File: src/rtl/fifo_credit_drain_pkg.sv
// Shared widths and FSM encoding for the RAMFIFO read-side credit drain.
// The FIFO controller imports the same defaults so both sides agree on flit width.
package fifo_credit_drain_pkg;

    localparam int FLIT_W       = 36;
    localparam int CREDITS_DEF  = 4;
    localparam int CREDIT_W_DEF = 3;
    localparam int STALL_W_DEF  = 16;

    typedef enum logic {
        RUN   = 1'b0,
        STALL = 1'b1
    } drain_state_e;

endpackage

File: src/rtl/fifo_credit_drain_if.sv
// FIFO-side and link-side handshake bundle for the credit drain.
// master is the drain itself; slave is the FIFO/link environment around it.
interface fifo_credit_drain_if
    import fifo_credit_drain_pkg::*;
#(
    parameter int WIDTH = FLIT_W
);

    logic             fifo_empty;
    logic [WIDTH-1:0] fifo_dout;
    logic             fifo_read;
    logic             credit_in;
    logic             out_valid;
    logic [WIDTH-1:0] out_data;

    modport master (
        input  fifo_empty,
        input  fifo_dout,
        input  credit_in,
        output fifo_read,
        output out_valid,
        output out_data
    );

    modport slave (
        output fifo_empty,
        output fifo_dout,
        output credit_in,
        input  fifo_read,
        input  out_valid,
        input  out_data
    );

endinterface

File: src/rtl/fifo_credit_drain_credit_counter.sv
// Saturating credit counter: resets full, counts down on dec, up on inc.
// A return while already full is latched in a sticky err bit.
module fifo_credit_drain_credit_counter #(
    parameter int CREDITS  = 4,
    parameter int CREDIT_W = 3
) (
    input  logic                clock,
    input  logic                reset,
    input  logic                enable,
    input  logic                inc,
    input  logic                dec,
    output logic [CREDIT_W-1:0] count,
    output logic [CREDIT_W-1:0] count_nxt,
    output logic                zero,
    output logic                err
);

    localparam logic [CREDIT_W-1:0] MAX = CREDIT_W'(CREDITS);

    logic full;
    logic err_nxt;

    assign zero = (count == '0);
    assign full = (count == MAX);

    // Simultaneous inc and dec cancel, so the count holds.
    always_comb begin
        count_nxt = count;
        err_nxt   = err;
        if (enable) begin
            if (inc && !dec) begin
                if (full) err_nxt = 1'b1;
                else      count_nxt = count + CREDIT_W'(1);
            end else if (dec && !inc && !zero) begin
                count_nxt = count - CREDIT_W'(1);
            end
        end
    end

    always_ff @(posedge clock or posedge reset) begin
        if (reset) begin
            count <= MAX;
            err   <= 1'b0;
        end else begin
            count <= count_nxt;
            err   <= err_nxt;
        end
    end

endmodule

File: src/rtl/fifo_credit_drain.sv
// Pops the RAMFIFO head whenever the link has credit and forwards it as a
// registered one-cycle flit; tracks stall state and stall cycles.
module fifo_credit_drain
    import fifo_credit_drain_pkg::*;
#(
    parameter int WIDTH    = FLIT_W,
    parameter int CREDITS  = CREDITS_DEF,
    parameter int CREDIT_W = CREDIT_W_DEF,
    parameter int STALL_W  = STALL_W_DEF
) (
    input  logic                clock,
    input  logic                reset,
    input  logic                enable,
    fifo_credit_drain_if.master link,
    output logic [CREDIT_W-1:0] credits,
    output logic                state_stalled,
    output logic [STALL_W-1:0]  stall_count,
    output logic                credit_err
);

    function automatic logic [STALL_W-1:0] sat_inc(input logic [STALL_W-1:0] v);
        return (&v) ? v : v + STALL_W'(1);
    endfunction

    drain_state_e          state_q;
    drain_state_e          state_d;
    logic                  send;
    logic                  cred_zero;
    logic [CREDIT_W-1:0]   cred_nxt;
    logic                  vld_p1;
    logic [WIDTH-1:0]      data_p1;

    // Registered credits only: credit_in never reaches fifo_read combinationally.
    assign send           = enable && !link.fifo_empty && !cred_zero;
    assign link.fifo_read = send;

    fifo_credit_drain_credit_counter #(
        .CREDITS  (CREDITS),
        .CREDIT_W (CREDIT_W)
    ) u_credit_counter (
        .clock     (clock),
        .reset     (reset),
        .enable    (enable),
        .inc       (link.credit_in),
        .dec       (send),
        .count     (credits),
        .count_nxt (cred_nxt),
        .zero      (cred_zero),
        .err       (credit_err)
    );

    always_comb begin
        state_d = state_q;
        if (enable) begin
            case (state_q)
                RUN:     if (cred_nxt == '0 && !link.fifo_empty) state_d = STALL;
                STALL:   if (cred_nxt != '0 || link.fifo_empty)  state_d = RUN;
                default: state_d = RUN;
            endcase
        end
    end

    always_ff @(posedge clock or posedge reset) begin
        if (reset) begin
            state_q     <= RUN;
            stall_count <= '0;
        end else if (enable) begin
            state_q <= state_d;
            if (!link.fifo_empty && cred_zero) stall_count <= sat_inc(stall_count);
        end
    end

    assign state_stalled = (state_q == STALL);

    // p0 -> p1: flit register; data holds when nothing is sent.
    always_ff @(posedge clock or posedge reset) begin
        if (reset) begin
            vld_p1  <= 1'b0;
            data_p1 <= '0;
        end else if (enable) begin
            vld_p1 <= send;
            if (send) data_p1 <= link.fifo_dout;
        end
    end

    assign link.out_valid = vld_p1;
    assign link.out_data  = data_p1;

endmodule

File: src/flat_wrapper.sv
// flat-port wrapper written by rule: the top's interface ports become plain ports
module fifo_credit_drain_flat import fifo_credit_drain_pkg::*;
#(
    parameter int WIDTH    = FLIT_W,
    parameter int CREDITS  = CREDITS_DEF,
    parameter int CREDIT_W = CREDIT_W_DEF,
    parameter int STALL_W  = STALL_W_DEF
)
  (clock, reset, enable, credits, state_stalled, stall_count, credit_err, link_fifo_empty, link_fifo_dout, link_credit_in, link_fifo_read, link_out_valid, link_out_data);
  fifo_credit_drain_if #(.WIDTH(WIDTH)) link_i ();
  input  logic clock;
  input  logic reset;
  input  logic enable;
  output logic [CREDIT_W-1:0] credits;
  output logic state_stalled;
  output logic [STALL_W-1:0] stall_count;
  output logic credit_err;
  input wire logic [$bits(link_i.fifo_empty)-1:0] link_fifo_empty;
  input wire logic [$bits(link_i.fifo_dout)-1:0] link_fifo_dout;
  input wire logic [$bits(link_i.credit_in)-1:0] link_credit_in;
  output wire logic [$bits(link_i.fifo_read)-1:0] link_fifo_read;
  output wire logic [$bits(link_i.out_valid)-1:0] link_out_valid;
  output wire logic [$bits(link_i.out_data)-1:0] link_out_data;
  assign link_i.fifo_empty = link_fifo_empty;
  assign link_i.fifo_dout = link_fifo_dout;
  assign link_i.credit_in = link_credit_in;
  assign link_fifo_read = link_i.fifo_read;
  assign link_out_valid = link_i.out_valid;
  assign link_out_data = link_i.out_data;
  fifo_credit_drain #(.WIDTH(WIDTH), .CREDITS(CREDITS), .CREDIT_W(CREDIT_W), .STALL_W(STALL_W)) u_core (.clock(clock), .reset(reset), .enable(enable), .link(link_i), .credits(credits), .state_stalled(state_stalled), .stall_count(stall_count), .credit_err(credit_err));
endmodule
File: config.mk
export PLATFORM = sky130hd
export DESIGN_NAME = fifo_credit_drain_flat
export DESIGN_NICKNAME = d
export VERILOG_FILES = /design/src/rtl/fifo_credit_drain_pkg.sv /design/src/rtl/fifo_credit_drain_if.sv /design/src/rtl/fifo_credit_drain_credit_counter.sv /design/src/rtl/fifo_credit_drain.sv /design/src/flat_wrapper.sv
export SDC_FILE = /design/constraint.sdc
export NUM_CORES = 1
export LEC_CHECK = 0
export CAP_MARGIN = 25
export CORE_UTILIZATION = 39
export CTS_CLUSTER_DIAMETER = 100
export DETAILED_ROUTE_END_ITERATION = 10
export GPL_ROUTABILITY_DRIVEN = 0
export PLACE_DENSITY = 0.72
export SLEW_MARGIN = 0
export SYNTH_ARGS = -nofsm -noshare
export SYNTH_HDL_FRONTEND = slang
export SYNTH_HIERARCHICAL = 1
export SYNTH_SLANG_ARGS = --single-unit
File: constraint.sdc
create_clock -name clock -period 2.3 [get_ports clock]
set_input_delay 0.46 -clock clock [delete_from_list [all_inputs] [get_ports clock]]
set_output_delay 0.46 -clock clock [all_outputs]
set_load 0.005 [all_outputs]
# --- After elaboration in Yosys (flattened, before gate mapping) ---
# Cells that the tools add are included.
word_totals:
  regBits: 58
  in_bits: 41
  output_inout_bits: 59
op_classes:
  add_sub_neg: 3
  eq_ne: 1
  mux: 7
  n_bitwise: 2
  reduce_logical: 19
ops:
  columns: ["op", "count"]
  rows:
  - ["adder 16 x 1 -> 16 bit, second input constant", 1]
  - ["AND reduction 16 bit", 1]
  - ["two-way mux 3 bit", 4]
  - ["logical AND 1 bit", 7]
  - ["logical NOT 3 bit", 2]
  - ["AND reduction 3 bit", 2]
  - ["logical NOT 1 bit", 4]
  - ["adder 3 x 1 -> 3 bit, second input constant", 1]
  - ["== test 3 bit, second input constant", 1]
  - ["nonzero test 3 bit", 1]
  - ["subtractor 3 x 1 -> 3 bit, second input constant", 1]
  - ["two-way mux 1 bit", 2]
  - ["NOT 1 bit", 2]
  - ["one-hot mux 1 bit (2 select lines)", 1]
  - ["AND reduction 2 bit", 1]
  - ["logical OR 1 bit", 1]

# --- Longest topological paths before layout ---
depth:
  depth_word: 12
  ltp_mapped: 11

# --- Hierarchy ---
# The synthesis kept the hierarchy.
by_module_without_submodules:
  columns: ["mod", "n_inst", "cells_per_inst", "area_each_um2", "seq_area_each_um2"]
  rows:
  - ["fifo_credit_drain", 1, 154, 2232.1, 1351.3]
  - ["fifo_credit_drain_credit_counter", 1, 29, 296.5, 101.3]

# --- Worst setup path before layout ---
# No wires, ideal clock.
synth_timing:
  path_kind: "reg2reg"
  from: "reg u_core.u_credit_counter.count[0]"
  to: "reg u_core.state_q (netlist: u_core/state_stalled)"
  setup_time_ns: 0.065
  t_arrival_ns: 2.230
  t_required_ns: 2.235
  slack_ns: 0.005
  stages_incl_launch_ff: 11
  period_less_slack_ns: 2.295
  path_cell_list: "dfrtp_1 > inv_1 > ha_1 > nor2b_2 > nor3_1 > buf_2 > nor3b_2 > o21ai_0 > a22o_1 > nor4_1 > mux2_2"
synth_via:
  elab_chain_len: 12
synth_rtl:
  columns: ["element", "line", "source"]
  rows:
  - ["from (decl)", "fifo_credit_drain_credit_counter.sv:12", "output logic [CREDIT_W-1:0] count,"]
  - ["from (signal assigned)", "fifo_credit_drain_credit_counter.sv:45", "count <= count_nxt;"]
  - ["logical NOT 3 bit (*)", "fifo_credit_drain_credit_counter.sv:23", "assign zero = (count == '0);"]
  - ["net u_core.cred_zero", "fifo_credit_drain.sv:28", "logic cred_zero;"]
  - ["logical NOT 1 bit (*)", "fifo_credit_drain.sv:34", "assign send = enable && !link.fifo_empty && !cred_zero;"]
  - ["logical AND 1 bit (*)", "fifo_credit_drain.sv:34", null]
  - ["net link_fifo_read", "flat_wrapper.sv:21", "output wire logic [$bits(link_i.fifo_read)-1:0] link_fifo_read;"]
  - ["logical AND 1 bit (2 in series)", "fifo_credit_drain_credit_counter.sv:34", "end else if (dec && !inc && !zero) begin"]
  - ["two-way mux 3 bit", "fifo_credit_drain_credit_counter.sv:34", null]
  - ["two-way mux 3 bit (*)", "fifo_credit_drain_credit_counter.sv:31", "if (inc && !dec) begin"]
  - ["two-way mux 3 bit (*)", "fifo_credit_drain_credit_counter.sv:30", "if (enable) begin"]
  - ["net u_core.cred_nxt[1]", "fifo_credit_drain.sv:29", "logic [CREDIT_W-1:0] cred_nxt;"]
  - ["nonzero test 3 bit / logical NOT 3 bit (equally long branches)", "fifo_credit_drain.sv:57, fifo_credit_drain.sv:56", null]
  - ["logical OR 1 bit / logical AND 1 bit (equally long branches)", "fifo_credit_drain.sv:57, fifo_credit_drain.sv:56", null]
  - ["two-way mux 1 bit (on tied branches)", "fifo_credit_drain.sv:57, fifo_credit_drain.sv:56", null]
  - ["one-hot mux 1 bit (2 select lines) (*)", "fifo_credit_drain.sv:55", "case (state_q)"]
  - ["to (signal assigned)", "fifo_credit_drain.sv:68", "state_q <= state_d;"]
  - ["to (decl)", "fifo_credit_drain.sv:25", "drain_state_e state_q;"]
# The timed path passes the listed nets; every way through them passes the cells marked *.
# A chain may end at the register's enable or synchronous reset.

# --- Final worst setup path ---
layout_timing:
  from: "reg u_core.u_credit_counter.count[0]"
  to: "reg u_core.state_q (netlist: u_core/state_stalled)"
layout_via:
  elab_chain_len: 12
layout_rtl:
  columns: ["element", "line"]
  rows:
  - ["logical NOT 3 bit (*)", "fifo_credit_drain_credit_counter.sv:23"]
  - ["net u_core.cred_zero", "fifo_credit_drain.sv:28"]
  - ["logical NOT 1 bit (*)", "fifo_credit_drain_credit_counter.sv:34, fifo_credit_drain.sv:34"]
  - ["logical AND 1 bit", "fifo_credit_drain.sv:34"]
  - ["logical AND 1 bit (2 in series)", "fifo_credit_drain_credit_counter.sv:34"]
  - ["two-way mux 3 bit", "fifo_credit_drain_credit_counter.sv:34"]
  - ["two-way mux 3 bit (*)", "fifo_credit_drain_credit_counter.sv:31"]
  - ["two-way mux 3 bit (*)", "fifo_credit_drain_credit_counter.sv:30"]
  - ["net u_core.cred_nxt[2]", "fifo_credit_drain.sv:29"]
  - ["nonzero test 3 bit / logical NOT 3 bit (equally long branches)", "fifo_credit_drain.sv:57, fifo_credit_drain.sv:56"]
  - ["logical OR 1 bit / logical AND 1 bit (equally long branches)", "fifo_credit_drain.sv:57, fifo_credit_drain.sv:56"]
  - ["two-way mux 1 bit (on tied branches)", "fifo_credit_drain.sv:57, fifo_credit_drain.sv:56"]
  - ["one-hot mux 1 bit (2 select lines) (*)", "fifo_credit_drain.sv:55"]
# Marked as above.

==> results by group <==
Run status
  • Status: complete, no violations

Yosys
  • Syn nets: 228
  • Warnings from Yosys: 6
  • Post-synth ARST share: 1.00
  • Yosys cell types: 37
  • Mapped Area: 2530 um^2
  • Post-Syn Instances: 183
  • Mean post-synth cell area: 13.8 um^2
  • Primary FF master, synth: dfrtp_1
  • Sequential area share after synthesis: 0.574
  • Post-synth EDFFs: 0
  • #FFs+latches synth: 58

Pwr
  • Pwr Density: 1070 nW/um^2
  • Leak Pwr: 1.77 nW
  • Clock network fraction of design power: 0.231
  • Total Power: 0.00422 W
  • Peak supply drop: 772 uV
  • Int Pwr: 0.00310 W
  • Gate power share: 0.385
  • Part of the power in registers: 0.383
  • Sw Pwr: 0.00112 W
  • Switch share: 0.266

Worst setup path
  • Max incr delay on CP: 340 ps
  • Slowest cell on crit path: dfrtp_1
  • Worst path cell trace: inv_1 -> ha_1 -> nor2b_2 -> nor3_2 -> buf_6 -> nand3b_1 -> o2bb2ai_1 -> a21oi_1 -> a31oi_1 -> nor4_2 -> mux2_4
  • Critical Path RT: 2500 ps
  • Crit path kind: reg -> reg
  • Critical Path End Type: flip-flop
  • CP startpoint kind: flip-flop
  • Register-to-Register Path Depth: 11
  • Crit path max fanout: 9
  • Worst EP arrival: 2370 ps

Clocking
  • CTS sink count: 58
  • CTS tree: done
  • Max H-tree Level: 3
  • Worst-Skew Late Latency: 320 ps
  • Hold_buf cts: 0
  • Worst-path clk slew: 60 ps
  • Buffer depth of the longest clock path: 2
  • Root buf cell: clkbuf_8
  • Num CTS Buffers: 9

Timing
  • Clock period minus worst slack: 2170 ps
  • Setup Viol. Count Final: 0
  • Relative slew slack: 0.590
  • Worst slew pin tran: 613 ps
  • Crit share post-route: 0.943
  • Hold Violations, Final: 0
  • RSZ-0062 raised after global routing: no
  • Setup TNS: 0 ps
  • Final Max Tran Viols: 0
  • Post-route setup slack: 131 ps
  • Clock Skew: 7.58 ps
  • FMAX: 461 MHz

Global route
  • Vias in the first global route: 1879
  • GRT Overall Usage: 0.173
  • Grt total ovfl: 0
  • Pin count of the biggest net entering global routing: 55
  • First-pass GRT wire length: 8660 um
  • Initial antenna violation count: 0

Route
  • Pre-antenna DRT Iters: 4
  • Antenna Nets Post-Route: 0
  • Initial DRC count: 83
  • Routed len/inst: 14.5 um
  • Final wirelength: 5560 um
  • Vias: 1905
  • Avg Vias per Cell: 4.96
  • Residual DRC count: 0

Die
  • Starting Density: 0.415
  • Area of the core: 6100 um^2
  • Die height: 82.5 um
  • # IOs: 100
  • Die area: 6810 um^2
  • Die W: 82.5 um
  • Num rows: 28

Place
  • Port bufs: 99
  • HPWL after DPL: 3820 um
  • Post-place setup slack: -121 ps

Layout
  • Fraction of layout cells with a size suffix above 1: 0.262
  • Inserted Diodes: 0
  • P&R area growth vs syn: 56.2%
  • Nets@finish: 349

Hold path
  • Tightest Hold Check Type: in -> async

Run
  • Max-cap viol count: 0
path summary, 6_finish.rpt:
kind | from | slack [ps] | end
worst max register to register | u_core/u_credit_counter/count[0] | 130 | u_core/state_stalled
min in group clock | u_core/u_credit_counter/err | 470 | u_core/u_credit_counter/err
max in group asynchronous | reset | 1500 | u_core/link.out_valid
worst max-delay path | u_core/u_credit_counter/count[0] | 130 | u_core/state_stalled
worst min-delay path | reset | 390 | u_core/u_credit_counter/err
worst min register to register | u_core/u_credit_counter/err | 470 | u_core/u_credit_counter/err
stage by stage:
stage / instances / area (um^2) / util / hold slack, ps
after floorplan: 183 / 2530 / - / 225
after global placement: 366 / 3710 / 0.608 / 457
after CTS: 385 / 3940 / 0.647 / 371
after detailed placement: 366 / 3710 / 0.608 / 457
final: 384 / 3950 / 0.648 / 385
after global routing: 384 / 3950 / 0.648 / 404
per-layer routing:
layer  vias up  share of wire  track usage
met2        70           0.49        0.280
met5         -              0            0
met1       934           0.42        0.201
li1        895              -            -
met4         0          0.011       0.0776
met3         6          0.080       0.0692
worst max-delay path: cells and delay by family (launching register included):
family	cells	cell delay, ps
mux	1	260
buf+inv	2	240
fa+ha+maj	1	200
compound gates	3	500
flops	1	340
simple gates	4	510
cells by family after synthesis:
kind of cell,Yosys count,synth area share
buffers and inverters,10,0.0168
XOR/XNOR,18,0.0623
multiplexers,38,0.171
AO/OA/AOI/OAI,10,0.0361
flip-flops,58,0.574
AND/OR/NAND/NOR,45,0.120
adder cells (fa/ha/maj),4,0.0198
power groups by stage:
stage	registers (W)	logic, W	clock network [W]
finish	0.00162	0.00163	0.000975
CTS	0.00162	0.00162	0.00100
detailed placement	0.00164	0.00158	0
global route	0.00167	0.00176	0.00104
floorplan	0.00166	0.000548	0
global placement	0.00162	0.00157	0
Yosys cell counts, types with 2 or more instances:
cell type | number | area (um^2)
dfrtp_1 | 57 | 1430
nor2_1 | 9 | 33.8
nand4_4 | 2 | 42.5
mux2_2 | 37 | 417
nand2_1 | 8 | 30.0
nor4_1 | 3 | 18.8
xor2_1 | 16 | 140
buf_2 | 4 | 20.0
xnor2_1 | 2 | 17.5
nand4_1 | 3 | 18.8
a21o_1 | 2 | 15.0
nand3_1 | 4 | 20.0
nor3_1 | 4 | 20.0
ha_1 | 4 | 50.1
inv_1 | 6 | 22.5
sequential cells by signal, indices dropped and copies added, names as in the netlist:
name and flops:
u_core/state_stalled 1, u_core/link.out_data 36, u_core/u_credit_counter/err 1, u_core/u_credit_counter/count 3, u_core/link.out_valid 1, u_core/stall_count 16
cells in the final DEF, fill, tap and decap left out, drive strengths merged, types with 2 or more instances in the layout:
cell type      count
a21o               2
and4               2
buf               15
clkbuf            14
clkdlybuf4s50     98
dfrtp             57
ha                 4
inv                6
mux2              38
nand2              8
nand3              4
nand4              5
nor2               9
nor2b              2
nor3               4
nor3b              2
nor4               3
nor4b              2
o21ai              2
xnor2              2
xor2              16
final cells by class:
class	instances	area [um^2]
Clock buffer	14	173
Clock inverter	2	35.0
Fill cell	497	2150
Inverter	6	22.5
Multi-Input combinational cell	115	1050
Sequential cell	58	1450
Tap cell	75	93.8
Timing Repair Buffer	114	1120
what timing repair did:
item                                    CTS  global route
gates resized for setup                   2             3
endpoints found under the setup margin    1             1
hold endpoints to repair                  0             0
buffers inserted                          3             0
pin swaps                                 1             2
No activity file was read; power rests on OpenSTA's default activity.
